$ cat src/rtl/game_input_conditioner.sv
// -----------------------------------------------------------------------------
// game_input_conditioner
//
// Purpose:
//   Conditions raw push-button pads for the Tetris game controller. Each
//   channel is synchronized (2 flops), debounced into a stable level, and
//   turned into a one-cycle press pulse. Selected channels additionally
//   produce auto-repeat pulses while the button is held.
//
// Ports:
//   clk_i           - 1 MHz clock
//   reset_n_i       - asynchronous assert, synchronous release, active-low reset
//   btn_raw_i       - raw button pads, active-high (bit0 left, 1 right,
//                     2 rotate, 3 start)
//   btn_level_o     - debounced level
//   btn_press_o     - one-cycle pulse on each debounced rising edge
//   btn_act_o       - press pulse OR auto-repeat pulse
//   dbg_rpt_state_o - repeat FSM state, 2 bits per channel (0 = eIdle,
//                     1 = eDelay, 2 = eRepeat); zero for channels without
//                     a repeat FSM
//
// Build option:
//   GAME_INPUT_AUTOREPEAT_EN - when defined, repeat FSMs are built for the
//   channels in repeat_mask_p. When undefined no repeat logic exists and
//   btn_act_o equals btn_press_o on every channel.
//
// Handshake: all pulse outputs are single-cycle strobes that act as a
// "valid" with no ready; a consumer must sample them on the cycle they are
// high, they are never held or stretched.
// -----------------------------------------------------------------------------
module game_input_conditioner #(
   parameter int                       num_buttons_p     = 4,
   parameter int                       debounce_cycles_p = 5000,
   parameter int                       repeat_delay_p    = 300000,
   parameter int                       repeat_period_p   = 100000,
   parameter logic [num_buttons_p-1:0] repeat_mask_p     = 4'b0011
) (
   input  logic                       clk_i,
   input  logic                       reset_n_i,
   input  logic [num_buttons_p-1:0]   btn_raw_i,
   output logic [num_buttons_p-1:0]   btn_level_o,
   output logic [num_buttons_p-1:0]   btn_press_o,
   output logic [num_buttons_p-1:0]   btn_act_o,
   output logic [2*num_buttons_p-1:0] dbg_rpt_state_o
);

   localparam int db_w_lp = (debounce_cycles_p > 1) ? $clog2(debounce_cycles_p) : 1;
   localparam logic [db_w_lp-1:0] db_tc_lp = db_w_lp'(debounce_cycles_p - 1);

`ifdef GAME_INPUT_AUTOREPEAT_EN
   localparam int rpt_max_lp = (repeat_delay_p > repeat_period_p) ? repeat_delay_p
                                                                  : repeat_period_p;
   localparam int rpt_w_lp   = (rpt_max_lp > 1) ? $clog2(rpt_max_lp) : 1;
   localparam logic [rpt_w_lp-1:0] delay_tc_lp  = rpt_w_lp'(repeat_delay_p - 1);
   localparam logic [rpt_w_lp-1:0] period_tc_lp = rpt_w_lp'(repeat_period_p - 1);

   typedef enum logic [1:0] {
      eIdle   = 2'd0,
      eDelay  = 2'd1,
      eRepeat = 2'd2
   } rpt_state_e;
`endif

   for (genvar i = 0; i < num_buttons_p; i++) begin : g_ch
      logic               meta_q, sync_q;
      logic               lvl_q, lvl_d;
      logic [db_w_lp-1:0] db_cnt_q, db_cnt_d;
      logic               level_q, press_q, act_q;
      logic               rise;
      logic               rpt_pulse;

      always_ff @(posedge clk_i or negedge reset_n_i) begin
         if (!reset_n_i) begin
            meta_q   <= 1'b0;
            sync_q   <= 1'b0;
            lvl_q    <= 1'b0;
            db_cnt_q <= '0;
            level_q  <= 1'b0;
            press_q  <= 1'b0;
            act_q    <= 1'b0;
         end else begin
            meta_q   <= btn_raw_i[i];
            sync_q   <= meta_q;
            lvl_q    <= lvl_d;
            db_cnt_q <= db_cnt_d;
            level_q  <= lvl_q;
            press_q  <= rise;
            act_q    <= rise | rpt_pulse;
         end
      end

      // Counter only advances while the synchronized input disagrees with
      // the stable level; any agreement wipes the accumulated count.
      always_comb begin
         lvl_d    = lvl_q;
         db_cnt_d = '0;
         if (sync_q != lvl_q) begin
            if (db_cnt_q == db_tc_lp) begin
               lvl_d = ~lvl_q;
            end else begin
               db_cnt_d = db_cnt_q + 1'b1;
            end
         end
      end

      // level_q is lvl delayed by one cycle, so this marks the first cycle
      // of a new high level; registering it lines the press pulse up with
      // the first high cycle of btn_level_o.
      assign rise = lvl_q & ~level_q;

      assign btn_level_o[i] = level_q;
      assign btn_press_o[i] = press_q;
      assign btn_act_o[i]   = act_q;

`ifdef GAME_INPUT_AUTOREPEAT_EN
      if (repeat_mask_p[i]) begin : g_rpt
         rpt_state_e          state_q, state_d;
         logic [rpt_w_lp-1:0] cnt_q, cnt_d;
         logic                fall;

         // Falls on the very edge at which lvl drops, so it can veto a
         // terminal count landing on that same edge.
         assign fall = lvl_q & ~lvl_d;

         always_ff @(posedge clk_i or negedge reset_n_i) begin
            if (!reset_n_i) begin
               state_q <= eIdle;
               cnt_q   <= '0;
            end else begin
               state_q <= state_d;
               cnt_q   <= cnt_d;
            end
         end

         always_comb begin
            state_d   = state_q;
            cnt_d     = cnt_q;
            rpt_pulse = 1'b0;
            if (fall) begin
               state_d = eIdle;
               cnt_d   = '0;
            end else begin
               case (state_q)
                  eIdle: begin
                     cnt_d = '0;
                     if (rise) state_d = eDelay;
                  end
                  eDelay: begin
                     if (cnt_q == delay_tc_lp) begin
                        rpt_pulse = 1'b1;
                        state_d   = eRepeat;
                        cnt_d     = '0;
                     end else begin
                        cnt_d = cnt_q + 1'b1;
                     end
                  end
                  eRepeat: begin
                     if (cnt_q == period_tc_lp) begin
                        rpt_pulse = 1'b1;
                        cnt_d     = '0;
                     end else begin
                        cnt_d = cnt_q + 1'b1;
                     end
                  end
                  default: begin
                     state_d = eIdle;
                     cnt_d   = '0;
                  end
               endcase
            end
         end

         assign dbg_rpt_state_o[2*i +: 2] = state_q;
      end else begin : g_no_rpt
         assign rpt_pulse                 = 1'b0;
         assign dbg_rpt_state_o[2*i +: 2] = 2'b00;
      end
`else
      assign rpt_pulse                 = 1'b0;
      assign dbg_rpt_state_o[2*i +: 2] = 2'b00;
`endif
   end

endmodule
$ cat config.mk
export PLATFORM = sky130hd
export DESIGN_NAME = game_input_conditioner
export DESIGN_NICKNAME = d
export VERILOG_FILES = /design/src/rtl/game_input_conditioner.sv
export SDC_FILE = /design/constraint.sdc
export NUM_CORES = 1
export LEC_CHECK = 0
export CAP_MARGIN = 10
export CORE_MARGIN = 2
export CORE_UTILIZATION = 45
export CTS_CLUSTER_SIZE = 28
export DETAILED_ROUTE_END_ITERATION = 8
export PLACE_DENSITY = 0.75
export SLEW_MARGIN = 40
export SYNTH_ARGS = -nofsm -noshare
export SYNTH_HDL_FRONTEND = slang
export SYNTH_SLANG_ARGS = --single-unit
$ cat constraint.sdc
create_clock -name clk_i -period 2.6 [get_ports clk_i]
set_clock_uncertainty 0.2 [all_clocks]
set_input_delay 0.39 -clock clk_i [delete_from_list [all_inputs] [get_ports clk_i]]
set_output_delay 0.39 -clock clk_i [all_outputs]
set_load 0.05 [all_outputs]
==> metrics.cfg <==
[setup_path]
crit_path_top_delay_cell = clkdlybuf4s50_1
critical_path.max_stage_delay_ns = 0.81
crit_path_end_kind = output pin
crit_required_ns = 2.01
path_buf_inv = 1
r2r_setup_slack_ns = 0.50
crit_fanout = 2
critPathTopFamily = buffers and inverters
worstPathArrival_ns = 1.52
path_cells = clkdlybuf4s50_1
reg2reg_to = g_ch[0].db_cnt_q[10]$_DFF_PN0_
r2r_cells = 4
worst_r2r_startpoint = g_ch[0].db_cnt_q[10]$_DFF_PN0_
cp-start-kind = flop
crit_start = g_ch[3].level_q$_DFF_PN0_
path_class = reg2out

[synth]
syn_area_mm2 = 0.00324
synth_seq_cells = 72
yosysWarningCount = 0
synth-seq-area-share_pct = 55.6
syn-instance-count = 308
ys_types = 28
syn_avg_cell_area_um2 = 10.5

[hold_path]
hp-class = reg2reg
hold_start = g_ch[3].meta_q$_DFF_PN0_
hold_path_end = g_ch[3].sync_q$_DFF_PN0_
hold_path_depth = 0

[placement]
placed_area_mm2 = 0.00339
place_congestion = 0.828
hpwl_um = 3440
portBuffers = 17
place_ws_ns = 0.493

[cts]
cts_made_buffers = 9
clk_latency_ns = 0.34
ctsLongestPathBuffers = 2
cts_max_level = 3
clk_pin_slew_ns = 0.07
cts_resized = 0
clock_sinks = 72
cts-root-buf = clkbuf_8
cts_tree = done

[sta]
maxSlewViolCount = 0
max_freq_ghz = 0.475
period_share_pct = 81.0
fin_ws_ns = 0.495
tightest_slew_ns = 0.645
final_hold_viol_count = 0
slew_headroom_pct = 57.0
setup_violations = 0
rsz0062_at_grt = false
period_minus_slack_ns = 2.11
final.setup.tns_ns = 0

[routing]
routed_wl_um = 5000
detail_route.wl_per_cell_um = 11.8
drc = 0
vias_per_cell = 4.76
drtIter0Drc = 98
vias = 2017
ant_nets = 0
drt-pass1-iter-count = 4

[global_routing]
overflow = 0
use_met2_pct = 22.5
use_met3_pct = 3.45
grtUsageTotal_pct = 14.8
use_met1_pct = 19.2
antenna_found_initial = 0
top_usage_layer = met2
first_global_vias = 2037
grt_max_degree = 31
grt_pass1_wl_um = 8880

[floorplan]
io_pins = 26
fp.dieW_um = 88.8
rows = 30
die_h_um = 88.8
start_util_pct = 47.2
die_area_mm2 = 0.00789
core_area_mm2 = 0.00687

[power]
p_sw_uw = 494
p_leak_nw = 1.49
vdd_ir_drop_max_uv = 366
sw_frac_of_total_pct = 23.5
p_clk_share_pct = 40.1
p_comb_share_pct = 4.8
seq_power_share_pct = 55.1
p_per_area_mw_per_mm2 = 586
p_int_mw = 1.61

[run_status]
outcome = complete, no violations

[flow_run]
cap_viol_max_count = 0

[finish]
layout_commonest_cell = dfrtp_1
drive_gt1_share_pct = 8.84
antennaDiodeCount = 0
mostFrequentLayoutCells = 72 x dfrtp_1, 64 x nor2_1, 41 x xnor2_1
fin_area_mm2 = 0.00359
nNetsFinal = 333
area_growth_pct = 10.9

## flip-flops by register name (all words and copies together) (netlist names)
name / cells
g_ch.db_cnt_q: 52
g_ch.level_q: 4
g_ch.sync_q: 4
g_ch.lvl_q: 4
g_ch.act_q: 4
g_ch.meta_q: 4
## through the flow
stage	total power, mW	hold WS [ns]	util [%]	cells
floorplan	1.25	-0.106	-	315
global placement	1.28	0.132	49.4	407
detailed placement	1.28	0.136	49.4	407
CTS	2.14	0.149	52.3	424
global route	2.20	0.156	52.3	424
finish	2.10	0.146	52.3	424
## power groups by stage
stage | clock network, mW | logic (mW) | registers (mW)
finish | 0.844 | 0.101 | 1.16
global route | 0.923 | 0.115 | 1.16
global placement | 0 | 0.0992 | 1.18
detailed placement | 0 | 0.102 | 1.18
floorplan | 0 | 0.0752 | 1.18
CTS | 0.876 | 0.104 | 1.16
## cell families after synthesis
kind of cell  Yosys count  synth area share [%]
xor+xnor               48                  13.0
fa+ha+maj               4                  1.55
buf+inv                39                  7.26
flops                  72                  55.6
mux                     4                  1.51
other cells             1                 0.116
simple gates          140                  21.0
## final cells by class
class,instances,area (um^2)
Fill cell,589,3280
Tap cell,96,120
Sequential cell,72,1800
Multi-Input combinational cell,204,1230
Clock inverter,5,57.6
Timing Repair Buffer,21,198
Clock buffer,11,131
Inverter,15,56.3
## cell usage after synthesis, drive strengths merged
cell    n  area [um^2]
mux2    4         48.8
and3    2         13.8
or4b    3         30.0
inv    15         56.3
ha      4         50.1
or4     3         26.3
nor2b   4         25.0
nand3  17         85.1
xor2    7         61.3
nor2   64          240
xnor2  41          359
or4bb   2         22.5
dfrtp  72         1800
conb    1         3.75
or3     1         6.26
nor3   12         60.1
buf    24          179
or2     3         18.8
nand2  13         51.3
nand4   7         43.8
nor4    9         56.3
## worst max path at each step
stage                                endpoint  slack, ns  depth (start not counted)
2_1_floorplan       g_ch[0].lvl_q$_DFFE_PN0P_       0.56                          3
3_3_place_gp    g_ch[0].db_cnt_q[6]$_DFF_PN0_       0.53                          4
3_5_place_dp   g_ch[2].db_cnt_q[10]$_DFF_PN0_       0.49                          4
4_1_cts                        btn_level_o[3]       0.47                          1
5_1_grt        g_ch[2].db_cnt_q[10]$_DFF_PN0_       0.33                          4
6_report                       btn_level_o[3]       0.49                          1
## per-layer routing
layer / up-vias / wire length, um
li1: 1001 / -
met1: 973 / 2380
met2: 31 / 2330
met3: 12 / 182
met5: - / 0
met4: 0 / 109
## timing repair
item,4_1_cts,5_1_grt
hold buffers,1,0
hold endpoints to repair,27,0
setup buffers,0,0
Note: power is estimated with default switching activity, not from simulation.
